**src/rtl/ariane_pkg.sv**
```systemverilog
// Shared core constants used by the execute-stage units.
package ariane_pkg;
  localparam int unsigned TRANS_ID_BITS = 3;
endpackage

```
**src/rtl/serdiv_label_wrapper.sv**
```systemverilog
// Serial radix-2 restoring divider (DIV/DIVU/REM/REMU) with a transaction ID and result label.
// Define SERDIV_LABEL_EN to track operand labels; otherwise res_o_label is tied high.
module serdiv_label_wrapper
  import ariane_pkg::*;
#(
  parameter int unsigned WIDTH = 64
) (
  input  logic                     clk_i,
  input  logic                     rst_ni,
  input  logic                     flush_i,
  input  logic [TRANS_ID_BITS-1:0] id_i,
  input  logic [WIDTH-1:0]         op_a_i,
  input  logic [WIDTH-1:0]         op_b_i,
  input  logic [1:0]               opcode_i,
  input  logic                     in_vld_i,
  output logic                     in_rdy_o,
  output logic                     out_vld_o,
  input  logic                     out_rdy_i,
  output logic [TRANS_ID_BITS-1:0] id_o,
  output logic [WIDTH-1:0]         res_o,
  input  logic                     op_a_i_label,
  input  logic                     op_b_i_label,
  output logic                     res_o_label
);

  localparam int unsigned CntW = $clog2(WIDTH);

  typedef enum logic [1:0] {StIdle, StDivide, StFinish} state_e;

  state_e                   state_q;
  logic [WIDTH-1:0]         q_q, b_q, rem_q, res_q;
  logic [CntW-1:0]          cnt_q;
  logic [1:0]               opcode_q;
  logic                     a_sign_q, b_sign_q, out_vld_q;
  logic [TRANS_ID_BITS-1:0] id_q, id_out_q;

  logic             accept, last_step;
  logic             a_neg, b_neg, ge;
  logic [WIDTH-1:0] a_mag, b_mag, q_next, rem_next, q_fix, rem_fix;
  logic [WIDTH:0]   rem_shift, b_ext;

  assign in_rdy_o  = (state_q == StIdle) & ~flush_i;
  assign accept    = in_vld_i & in_rdy_o;
  assign last_step = ~flush_i & (state_q == StDivide) & (cnt_q == '0);

  always_comb begin
    a_neg = opcode_i[0] & op_a_i[WIDTH-1];
    b_neg = opcode_i[0] & op_b_i[WIDTH-1];
    a_mag = a_neg ? -op_a_i : op_a_i;
    b_mag = b_neg ? -op_b_i : op_b_i;

    // One restoring step: shift the next dividend bit into the partial remainder.
    rem_shift = {rem_q, q_q[WIDTH-1]};
    b_ext     = {1'b0, b_q};
    ge        = rem_shift >= b_ext;
    rem_next  = ge ? WIDTH'(rem_shift - b_ext) : rem_shift[WIDTH-1:0];
    q_next    = {q_q[WIDTH-2:0], ge};

    // Division by zero keeps the all-ones quotient unnegated, as RISC-V requires.
    q_fix   = (opcode_q[0] & (a_sign_q ^ b_sign_q) & (b_q != '0)) ? -q_next : q_next;
    rem_fix = (opcode_q[0] & a_sign_q) ? -rem_next : rem_next;
  end

  always_ff @(posedge clk_i or negedge rst_ni) begin
    if (!rst_ni) begin
      state_q   <= StIdle;
      q_q       <= '0;
      b_q       <= '0;
      rem_q     <= '0;
      res_q     <= '0;
      cnt_q     <= '0;
      opcode_q  <= '0;
      a_sign_q  <= 1'b0;
      b_sign_q  <= 1'b0;
      out_vld_q <= 1'b0;
      id_q      <= '0;
      id_out_q  <= '0;
    end else if (flush_i) begin
      state_q   <= StIdle;
      out_vld_q <= 1'b0;
    end else begin
      unique case (state_q)
        StIdle: begin
          if (accept) begin
            opcode_q <= opcode_i;
            id_q     <= id_i;
            q_q      <= a_mag;
            b_q      <= b_mag;
            a_sign_q <= a_neg;
            b_sign_q <= b_neg;
            rem_q    <= '0;
            cnt_q    <= CntW'(WIDTH - 1);
            state_q  <= StDivide;
          end
        end
        StDivide: begin
          q_q   <= q_next;
          rem_q <= rem_next;
          if (cnt_q == '0) begin
            res_q     <= opcode_q[1] ? rem_fix : q_fix;
            id_out_q  <= id_q;
            out_vld_q <= 1'b1;
            state_q   <= StFinish;
          end else begin
            cnt_q <= cnt_q - CntW'(1);
          end
        end
        StFinish: begin
          if (out_rdy_i) begin
            out_vld_q <= 1'b0;
            state_q   <= StIdle;
          end
        end
        default: state_q <= StIdle;
      endcase
    end
  end

  assign out_vld_o = out_vld_q;
  assign res_o     = res_q;
  assign id_o      = id_out_q;

`ifdef SERDIV_LABEL_EN
  logic label_q, res_label_q;

  always_ff @(posedge clk_i or negedge rst_ni) begin
    if (!rst_ni) begin
      label_q     <= 1'b0;
      res_label_q <= 1'b0;
    end else begin
      if (accept) label_q <= op_a_i_label | op_b_i_label;
      if (last_step) res_label_q <= label_q;
    end
  end

  assign res_o_label = res_label_q;
`else
  logic unused_labels;
  assign unused_labels = op_a_i_label ^ op_b_i_label ^ last_step;
  assign res_o_label   = 1'b1;
`endif

endmodule

```
**config.mk**
```make
export PLATFORM = sky130hd
export DESIGN_NAME = serdiv_label_wrapper
export DESIGN_NICKNAME = d
export VERILOG_FILES = /design/src/rtl/ariane_pkg.sv /design/src/rtl/serdiv_label_wrapper.sv
export SDC_FILE = /design/constraint.sdc
export NUM_CORES = 1
export LEC_CHECK = 0
export ABC_AREA = 1
export ABC_CLOCK_PERIOD_IN_PS = 5700
export CORE_UTILIZATION = 48
export DETAILED_ROUTE_END_ITERATION = 7
export MAX_ROUTING_LAYER = met4
export PLACE_DENSITY = 0.68
export RECOVER_POWER = 100
export SYNTH_ARGS = -nofsm -noshare
export SYNTH_HDL_FRONTEND = slang
export SYNTH_SLANG_ARGS = --single-unit
export TNS_END_PERCENT = 20
```
**constraint.sdc**
```tcl
create_clock -name clk_i -period 5.7 [get_ports clk_i]
set_input_delay 1.14 -clock clk_i [delete_from_list [all_inputs] [get_ports clk_i]]
set_output_delay 1.14 -clock clk_i [all_outputs]
set_load 0.03 [all_outputs]
```
==> results.py <==
metrics = {
    "worst_setup_path": {
        "end_kind": "flip-flop",
        "path_class": "flip-flop to flip-flop",
        "crit_arrival_ps": 5560,
        "cp_data_required_time_ps": 6160,
        "startpoint_type": "flip-flop",
        "cp_max_fo": 99,
    },
    "power": {
        "power.density_nw_per_um2": 581,
        "p_leak_uw": 0.0149,
        "ir_worst_vdd_mv": 0.543,
    },
    "layout": {
        "area_growth_pct": 13.7,
        "multi_input_area_um2": 16000,
        "nets": 4762,
        "drive_gt1_share_pct": 4.50,
        "fillers": 5630,
        "seq_area_um2": 6880,
        "fin_area_um2": 29900,
    },
    "sta": {
        "max_clock_freq_mhz": 196,
        "fin_crit_ps": 5100,
        "rsz0062_at_grt": "no",
        "slew_violations": 363,
        "fin_worst_skew_ps": 15.9,
        "tightest_slew_ps": 2380,
        "finalHoldViolCount": 0,
        "slew_headroom_pct": -59.0,
        "finalCritPeriodShare_pct": 89.4,
        "setup_viol": 0,
        "tns_ps": 0,
    },
    "clock_tree": {
        "clk_path_buf_depth": 3,
        "cts.clk_slew.worst_paths_ps": 60,
        "post_cts_buffers": 0,
        "cts.htree.levels": 2,
        "hold_buffers": 0,
        "cts_tree": "done",
        "cts_sinks": 275,
        "post_cts_resized": 0,
        "root_buffer": "clkbuf_16",
        "clock_latency_ps": 550,
        "cts_buffers": 35,
    },
    "run_status": {
        "status": "finished with violations",
        "violations": "max-capacitance violations, max-slew violations",
    },
    "detailed_routing": {
        "drtAntennaViolNets": 0,
        "routedWlPerCell_um": 17.8,
        "drtIter0Drc": 3199,
        "drt_wl_total_mm": 94.0,
        "drc": 0,
        "vias_per_cell": 5.51,
        "vias": 29100,
        "drt_pass1_iterations": 6,
    },
    "floorplan": {
        "core_um2": 53900,
        "io_pins": 210,
        "fp.dieH_um": 236,
        "die_width_um": 236,
        "die_area_um2": 55700,
        "rows": 85,
        "initial_core_util_pct": 48.8,
    },
    "placed_design": {
        "placedInstanceArea_um2": 28900,
        "io_buffers": 206,
        "dp_hpwl_mm": 74.1,
        "place_congestion": 1.09,
    },
    "grt": {
        "overflow": 0,
        "grt_first_pass_wirelength_mm": 146,
        "grt_pass1_vias": 26500,
        "antenna_found_initial": 2,
        "grtUsageTotal_pct": 34.3,
        "grt_max_degree": 115,
    },
    "logic_synthesis": {
        "synth_edf_count": 0,
        "synth_common_cells": "nand2_1 (1311), inv_1 (682), nor2_1 (466), o21ai_0 (361), nand3_1 (316)",
        "ys_async_sr_fraction_pct": 100,
        "synthTopCellsByArea": "dfrtp_1 (26%), nand2_1 (19%), inv_1 (9.7%)",
        "ys.flop_type": "dfrtp_1",
        "syn_nets": 4625,
        "synthCells": 4414,
        "synth_seq_cells": 275,
        "yosysWarnings": 0,
        "syn_avg_cell_area_um2": 5.96,
        "synth_cell_types": 60,
        "netlist.area_leader.share_pct": 26.2,
        "synth_seq_area_share_pct": 26.2,
        "mappedNetlistArea_um2": 26300,
        "synth.most_common_cell": "nand2_1",
        "synth.largest_area_cell": "dfrtp_1",
    },
    "run": {
        "maxCapViolations": 5,
    },
    "worst_hold_path": {
        "hold_class": "flip-flop to flip-flop",
    },
}
kinds of logic (layout without fill, tap and decap cells):
logic type	count (synthesis)	after routing	synth area share (%)
compound gates	732	732	15.7
xor+xnor	119	119	3.96
fa+ha+maj	71	71	3.41
buf+inv	845	1007	12.6
flops	275	275	26.2
other cells	1	2	0.0143
simple gates	2371	2371	38.2
state kept, by name, indices dropped and copies added, names as in the netlist, 2 cells and up:
name / cells
res_o: 64
state_q: 2
cnt_q: 6
q_q: 64
b_q: 64
rem_q: 64
id_o: 3
opcode_q: 2
id_q: 3
worst max-delay path: stages (launching register included):
cell	delay [ps]
dfrtp_1	520
inv_1	100
ha_1	380
nand2_1	120
nor2_1	200
nand2_1	100
inv_1	190
nand2_1	90
nor2_1	110
nand2_1	90
nand3_2	120
nor2_8	60
nand2_8	90
buf_12	370
o21ai_0	280
nor2_1	190
nand2_1	90
nor2_1	340
nand2_1	140
nor2_1	550
nand3_1	360
nand3_1	150
nand3_1	130
a21boi_0	210
metrics by stage:
| step | cells | setup WS [ps] | utilization [%] | hold slack [ps] | power, µW |
|---|---|---|---|---|---|
| 3_5_place_dp | 5210 | 914 | 53.5 | 473 | 14800 |
| 4_1_cts | 5272 | 922 | 55.7 | 487 | 17200 |
| 5_1_grt | 5273 | 149 | 55.4 | 509 | 18900 |
| 2_1_floorplan | 4414 | 1720 | - | 453 | 11600 |
| 6_report | 5273 | 602 | 55.4 | 482 | 17400 |
| 3_3_place_gp | 5210 | 981 | 53.5 | 469 | 14700 |
path summary, 6_finish.rpt:
| kind | end | startpoint | depth (start not counted) | slack (ps) |
|---|---|---|---|---|
| worst max-delay path | res_o[53] | b_q[16] | 23 | 600 |
| worst min-delay path | b_q[22] | b_q[22] | 2 | 480 |
| worst max register to register | res_o[53] | b_q[16] | 23 | 600 |
| worst min register to register | b_q[22] | b_q[22] | 2 | 480 |
| max in group asynchronous | q_q[58] | rst_ni | 2 | 1470 |
| min in group asynchronous | b_q[5] | rst_ni | 1 | 1310 |
power breakdown:
group	leakage (µW)	switching (µW)	internal, µW	total (µW)
combinational	0.0110	8630	3480	12100
clock	0.000560	923	1370	2290
sequential	0.00342	541	2420	2960
metal layers:
layer / part of all wire [%] / global-route usage [%]
met5: 0 / -
met4: 3.6 / 11.9
met3: 9.0 / 6.52
met2: 44 / 51.2
met1: 44 / 46.2
final cells by class:
type	instances	share of cell area, %
clock inverters	17	0.678
flip-flops and latches	275	23.0
inverters	711	8.93
diodes	1	0.00837
well taps	696	2.91
multi-input cells	3294	53.7
repair buffers	234	7.60
clock buffers	45	3.19
placed cells by master (no fill, tap or decap), types with 10 or more instances in the layout:
cell type        Yosys  routed
a21boi_0             1      13
a21oi_1            181     182
a2bb2oi_1           27      28
a31oi_1             21      21
buf_4               11      23
clkbuf_16            0      35
clkdlybuf4s50_1      0     135
dfrtp_1            275     274
dlygate4sd3_1        0      70
ha_1                70      70
inv_1              682     681
inv_2               27      27
nand2_1           1311    1316
nand2_2             24      19
nand3_1            316     319
nand3b_1            10      10
nand4_1             52      52
nor2_1             466     468
nor2_2              27      26
nor3_1              56      56
nor4_1              52      52
o211ai_1            34      34
o21a_1              17      17
o21ai_0            361     366
o21ai_1             20      15
o22ai_1             19      19
or2_2               29      29
xnor2_1             41      41
xor2_1              78      78
Power figures use the tool's default switching activity.
